===== src/rtl/rotfpga_scan_loader_if.sv =====
// Stream-side handshake bundle for the rotatable-tile FPGA scan loader.
//   din/din_valid/din_ready    : load data stream into the controller
//   dout/dout_valid/dout_ready : readback data stream out of the controller
// Modports:
//   slave  - the scan loader (consumes din, produces dout)
//   master - the IO mux / host side (produces din, consumes dout)
interface rotfpga_scan_loader_if #(
  parameter int unsigned CHAINS = 2
);
  logic [CHAINS-1:0] din;
  logic              din_valid;
  logic              din_ready;
  logic [CHAINS-1:0] dout;
  logic              dout_valid;
  logic              dout_ready;

  modport slave (
    input  din, din_valid, dout_ready,
    output din_ready, dout, dout_valid
  );

  modport master (
    output din, din_valid, dout_ready,
    input  din_ready, dout, dout_valid
  );
endinterface


===== src/rtl/rotfpga_scan_loader.sv =====
// Configuration controller for the rotatable-tile FPGA grid. Drives CHAINS
// parallel scan chains of CHAIN_LEN bits: streamed load with backpressure,
// non-destructive recirculating readback, per-chain parity and abort.
// Ports:
//   clk, rst_n         - clock, asynchronous active-low reset
//   start, mode        - begin op in IDLE (00 load, 01 readback, others error)
//   abort              - terminate a running load/readback
//   strm (slave)       - din/din_valid/din_ready, dout/dout_valid/dout_ready
//   sc_en, sc_out      - grid scan enable and scan inputs
//   sc_in              - grid scan outputs (tail of each chain)
//   parity             - XOR of all bits shifted into each chain last op
//   busy, done, err    - not idle, one-cycle completion pulse, sticky error
module rotfpga_scan_loader #(
  parameter int unsigned CHAIN_LEN = 64,
  parameter int unsigned CHAINS    = 2
) (
  input  logic                 clk,
  input  logic                 rst_n,
  input  logic                 start,
  input  logic [1:0]           mode,
  input  logic                 abort,
  rotfpga_scan_loader_if.slave strm,
  output logic                 sc_en,
  output logic [CHAINS-1:0]    sc_out,
  input  logic [CHAINS-1:0]    sc_in,
  output logic [CHAINS-1:0]    parity,
  output logic                 busy,
  output logic                 done,
  output logic                 err
);

  localparam int unsigned CW = $clog2(CHAIN_LEN);
  localparam logic [CW-1:0] LAST = CW'(CHAIN_LEN - 1);

  typedef enum logic [1:0] {
    S_IDLE,
    S_LOAD,
    S_READ,
    S_FIN
  } state_t;

  state_t        state;
  state_t        state_nxt;
  logic [CW-1:0] counter;
  logic          last_beat;

  assign last_beat = (counter == LAST);

  // State register
  always_ff @(posedge clk or negedge rst_n) begin
    if (!rst_n) begin
      state <= S_IDLE;
    end else begin
      state <= state_nxt;
    end
  end

  // Next-state logic; sc_en already has abort folded in, so it is the
  // accepted-beat qualifier for both load and readback.
  always_comb begin
    state_nxt = state;
    case (state)
      S_IDLE: begin
        if (start && (mode == 2'b00)) state_nxt = S_LOAD;
        else if (start && (mode == 2'b01)) state_nxt = S_READ;
      end
      S_LOAD, S_READ: begin
        if (abort) state_nxt = S_IDLE;
        else if (sc_en && last_beat) state_nxt = S_FIN;
      end
      S_FIN:   state_nxt = S_IDLE;
      default: state_nxt = S_IDLE;
    endcase
  end

  // Output logic; everything is gated by state so reset forces it to 0.
  always_comb begin
    strm.din_ready  = 1'b0;
    strm.dout_valid = 1'b0;
    strm.dout       = '0;
    sc_en           = 1'b0;
    sc_out          = '0;
    done            = 1'b0;
    busy            = (state != S_IDLE);
    case (state)
      S_LOAD: begin
        strm.din_ready = 1'b1;
        sc_out         = strm.din;
        sc_en          = strm.din_valid & ~abort;
      end
      S_READ: begin
        strm.dout_valid = 1'b1;
        strm.dout       = sc_in;
        // Recirculate the tail into the head so a full pass restores the chain.
        sc_out          = sc_in;
        sc_en           = strm.dout_ready & ~abort;
      end
      S_FIN:   done = 1'b1;
      default: ;
    endcase
  end

  // Beat counter, parity accumulator and sticky error.
  always_ff @(posedge clk or negedge rst_n) begin
    if (!rst_n) begin
      counter <= '0;
      parity  <= '0;
      err     <= 1'b0;
    end else begin
      case (state)
        S_IDLE: begin
          if (start) begin
            if (mode[1]) begin
              err <= 1'b1;
            end else begin
              counter <= '0;
              parity  <= '0;
              err     <= 1'b0;
            end
          end
        end
        S_LOAD, S_READ: begin
          if (abort) begin
            err <= 1'b1;
          end else if (sc_en) begin
            parity  <= parity ^ sc_out;
            counter <= last_beat ? '0 : counter + 1'b1;
          end
        end
        default: ;
      endcase
    end
  end

endmodule


===== src/flat_wrapper.sv =====
// flat-port wrapper written by rule: the top's interface ports become plain ports
module rotfpga_scan_loader_flat 
#(
  parameter int unsigned CHAIN_LEN = 64,
  parameter int unsigned CHAINS    = 2
)
  (clk, rst_n, start, mode, abort, sc_en, sc_out, sc_in, parity, busy, done, err, strm_din, strm_din_valid, strm_dout_ready, strm_din_ready, strm_dout, strm_dout_valid);
  rotfpga_scan_loader_if #(.CHAINS(CHAINS)) strm_i ();
  input  logic clk;
  input  logic rst_n;
  input  logic start;
  input  logic [1:0] mode;
  input  logic abort;
  output logic sc_en;
  output logic [CHAINS-1:0] sc_out;
  input  logic [CHAINS-1:0] sc_in;
  output logic [CHAINS-1:0] parity;
  output logic busy;
  output logic done;
  output logic err;
  input wire logic [$bits(strm_i.din)-1:0] strm_din;
  input wire logic [$bits(strm_i.din_valid)-1:0] strm_din_valid;
  input wire logic [$bits(strm_i.dout_ready)-1:0] strm_dout_ready;
  output wire logic [$bits(strm_i.din_ready)-1:0] strm_din_ready;
  output wire logic [$bits(strm_i.dout)-1:0] strm_dout;
  output wire logic [$bits(strm_i.dout_valid)-1:0] strm_dout_valid;
  assign strm_i.din = strm_din;
  assign strm_i.din_valid = strm_din_valid;
  assign strm_i.dout_ready = strm_dout_ready;
  assign strm_din_ready = strm_i.din_ready;
  assign strm_dout = strm_i.dout;
  assign strm_dout_valid = strm_i.dout_valid;
  rotfpga_scan_loader #(.CHAIN_LEN(CHAIN_LEN), .CHAINS(CHAINS)) u_core (.clk(clk), .rst_n(rst_n), .start(start), .mode(mode), .abort(abort), .strm(strm_i), .sc_en(sc_en), .sc_out(sc_out), .sc_in(sc_in), .parity(parity), .busy(busy), .done(done), .err(err));
endmodule

===== config.mk =====
export PLATFORM = sky130hd
export DESIGN_NAME = rotfpga_scan_loader_flat
export DESIGN_NICKNAME = d
export VERILOG_FILES = /design/src/rtl/rotfpga_scan_loader_if.sv /design/src/rtl/rotfpga_scan_loader.sv /design/src/flat_wrapper.sv
export SDC_FILE = /design/constraint.sdc
export NUM_CORES = 1
export LEC_CHECK = 0
export CORE_AREA = 3 3 47 49
export DETAILED_ROUTE_END_ITERATION = 10
export DIE_AREA = 0 0 50 52
export PLACE_DENSITY = 0.69
export SLEW_MARGIN = 20
export SYNTH_ARGS = -nofsm -noshare
export SYNTH_HDL_FRONTEND = slang
export SYNTH_SLANG_ARGS = --single-unit

===== constraint.sdc =====
create_clock -name clk -period 2.1 [get_ports clk]
set_clock_uncertainty 0.1 [all_clocks]
set_input_delay 0.315 -clock clk [delete_from_list [all_inputs] [get_ports clk]]
set_output_delay 0.315 -clock clk [all_outputs]
set_load 0.01 [all_outputs]

==> key figures <==
Detailed routing
  • Via Count: ~820
  • DRT Pass-1 Iters: 4
  • Final ANT Viol Nets: 0
  • DRT iter0 DRCs: 9
  • Wire length per cell: 13.1 microns
  • Drt total wl: around 2000 microns
  • DR vias/cell: roughly 5.3
  • Drt drc: 0

Power
  • Psw: 765 uW
  • VDD IR max: roughly 0.75 mV
  • Sw Ratio: 44.0%
  • Internal power: approximately 970 uW
  • Leakage power: 0.507 nW
  • Cell area power density: 1470 nW/um^2
  • Logic pwr share: between 60% and 70%
  • Final Power: ~1.7 mW
  • Clock Power Share: between 8 and 9%
  • Sequential power share: between 20% and 30%

Floorplanning
  • Ports: 24
  • Effective utilization at floorplan: 42.4%
  • DIE HEIGHT: roughly 52 microns
  • Die X: roughly 50 microns
  • Num rows: 16
  • Die area: about 2600 sq um
  • Core area: around 1900 sq um

Placement
  • IO buf count: 23
  • Final GP Congestion: 0.766
  • Post-DP HPWL: 1600 microns

Timing
  • Worst-margin pin slew: around 530 ps
  • Slew headroom: a little under two thirds
  • Fmax: approximately 490 MHz
  • Min Tclk post-route: around 2000 ps
  • Period utilisation layout: approximately 97%
  • Hold Fails Final Rpt: 0
  • Max Slew Vio Count: 0
  • # setup viols final: 0

Setup path
  • RR Startpoint: u_core.state[1]$_DFFE_PN0P_
  • Setup Crit Path Kind: reg -> out
  • Req. time, crit path: between 1500 and 2000 ps
  • Crit start category: register
  • Worst-path fanout max: 3
  • R2R cell count: 7
  • Crit path DAT: about 1600 ps
  • R2R Path End: u_core.counter[2]$_DFFE_PN0P_
  • CP Capture Type: primary output
  • Internal reg-to-reg setup slack: between 150 and 200 ps

Clock network
  • Hold_buf cts: 0
  • CTS tree: yes
  • Later-pin clock latency in the skew report: about 270 ps
  • Clk pin slew, worst setup/hold paths: ~70 ps
  • Bufs on Longest Clock Path: 2
  • H-tree levels: 1
  • Root buf cell: clkbuf_4
  • CTS sink count: 11
  • Num CTS Buffers: 3

Yosys
  • Netlist cell types: 32
  • Synthesized area per cell: 8.77 sq um
  • Seq/Total Area, Yosys: 34.1%
  • Mapped Area: 807 sq um
  • Share of the synthesized area in the top cell type: 34.1%
  • Yosys reg bits: 11
  • Synth top area cells: dfrtp_1 34%, ha_1 9.3%, nand2_1 5.6%, a21oi_1 4.3%, o21ai_0 4.3%
  • Yosys warnings: 0
  • Post-Syn Instances: a little over 90
  • Area leader, netlist: dfrtp_1
  • Synthesized Nets: between 100 and 150

Cells and area
  • Share of post-route cells with drive strength above 1: ~18%
  • Ant. Diodes: 0
  • Fin nets: roughly 150
  • Area growth, synth to finish: 46.4%
  • Finished Core Util: 62.1%

Global routing
  • First-pass GRT wire length: roughly 3600 microns
  • Grt ovf: 0
  • Vias in the first global route: 828
  • Antenna violations before repair: 0
  • Largest net degree at the start of global routing: 13
  • GRT Overall Usage: approximately 18%

Outcome
  • Outcome: completed

Run
  • Max Cap Violations: 0

Worst hold path
  • Min-Delay Path Class: in -> async
## power groups by stage
stage               Clock (mW)  Sequential, mW  Combinational [mW]
floorplan                    0           0.404               0.709
global placement             0           0.406                1.13
detailed placement           0           0.413                1.16
CTS                      0.150           0.410                1.14
global route             0.164           0.420                1.33
finish                   0.144           0.408                1.18
## worst max-delay path: stages, from the launching register on
cell             delay [ps]
dfrtp_1                 380
inv_1                    80
buf_4                   130
ha_1                    210
clkdlybuf4s50_1         560
## through the flow
stage	cell area (sq um)	std cells	setup WS, ps	hold WS, ps	setup TNS [ps]
after floorplan	807	92	136	-80.6	0
after global placement	1130	150	-6.24	431	-6.24
after detailed placement	1130	150	-77.0	457	-292
after CTS	1150	154	-1.88	294	-1.88
after global routing	1180	155	-3.94	306	-3.94
final	1180	155	62.8	281	0
## registers in the layout (all words and copies together) (netlist names)
name,count
u_core.counter,6
u_core.parity,2
u_core.state,2
u_core.err,1
## area by class of cell
type,instances,area (sq um)
Sequential cell,11,275
Clock buffer,4,26.3
Timing Repair Buffer,34,307
Tap cell,27,33.8
Fill cell,178,721
Inverter,4,15.0
Multi-Input combinational cell,75,524
## cell usage in the layout, fill, tap and decap left out, drive strengths merged
master         count
a21o               1
a21oi              7
a31o               1
a31oi              1
and2               2
buf               11
clkbuf             4
clkdlybuf4s50     18
dfrtp             11
dlygate4sd2        5
ha                 6
inv                4
mux2               1
mux2i              3
nand2             12
nand2b             3
nand3              4
nand3b             1
nor2               4
nor2b              1
nor3               2
nor4               1
o211ai             2
o21a               2
o21ai              8
o311ai             3
o31ai              2
or2                1
or2b               2
or3                2
or4                3
## synth_stat cells
library cell and count:
a21o_1 1, a21oi_1 7, a31o_2 1, a31oi_1 1, and2_1 2, buf_2 1
buf_6 1, dfrtp_1 11, ha_1 6, inv_1 4, mux2_1 1, mux2i_1 3
nand2_1 12, nand2b_1 3, nand3_1 4, nand3b_1 1, nor2_1 4, nor2b_2 1
nor3_1 2, nor4_1 1, o211ai_1 2, o21a_1 1, o21a_4 1, o21ai_0 7
o21ai_1 1, o311ai_1 2, o311ai_2 1, o31ai_1 2, or2_1 1, or2b_1 2
or3_1 2, or4_1 3
## cell families after synthesis
kind of cell | share of synthesized area, %
muxes | 5.12
DFF | 34.1
buffers and inverters | 3.87
and+or+nand+nor | 24.8
AOI/OAI and AO/OA | 22.8
adders and majority gates | 9.30
## worst max path at each step
stage | slack [ps] | end | from
6_report | 60 | strm_din_ready | u_core.state[1]$_DFFE_PN0P_
2_1_floorplan | 140 | u_core.state[0]$_DFFE_PN0P_ | u_core.state[0]$_DFFE_PN0P_
3_5_place_dp | -80 | u_core.parity[1]$_DFFE_PN0P_ | start
3_3_place_gp | -6 | u_core.parity[1]$_DFFE_PN0P_ | start
5_1_grt | -4 | strm_dout[1] | u_core.state[0]$_DFFE_PN0P_
4_1_cts | -2 | strm_dout[1] | u_core.state[0]$_DFFE_PN0P_
## layer usage
metal / global-route usage, % / vias up / wire length [microns]
met4: 4.61 / 0 / 19
met2: 27.8 / 25 / 942
met3: 4.87 / 2 / 90
met1: 23.3 / 387 / 978
met5: 0 / - / 0
li1: - / 408 / -
## what timing repair did
action                                  in CTS  in global routing
setup buffers                                0                  1
endpoints found under the setup margin       6                  9
resized for setup                            6                  5
endpoints found under the hold margin        0                  0
pin swaps                                    1                  0
(Power assumes the default switching activity.)
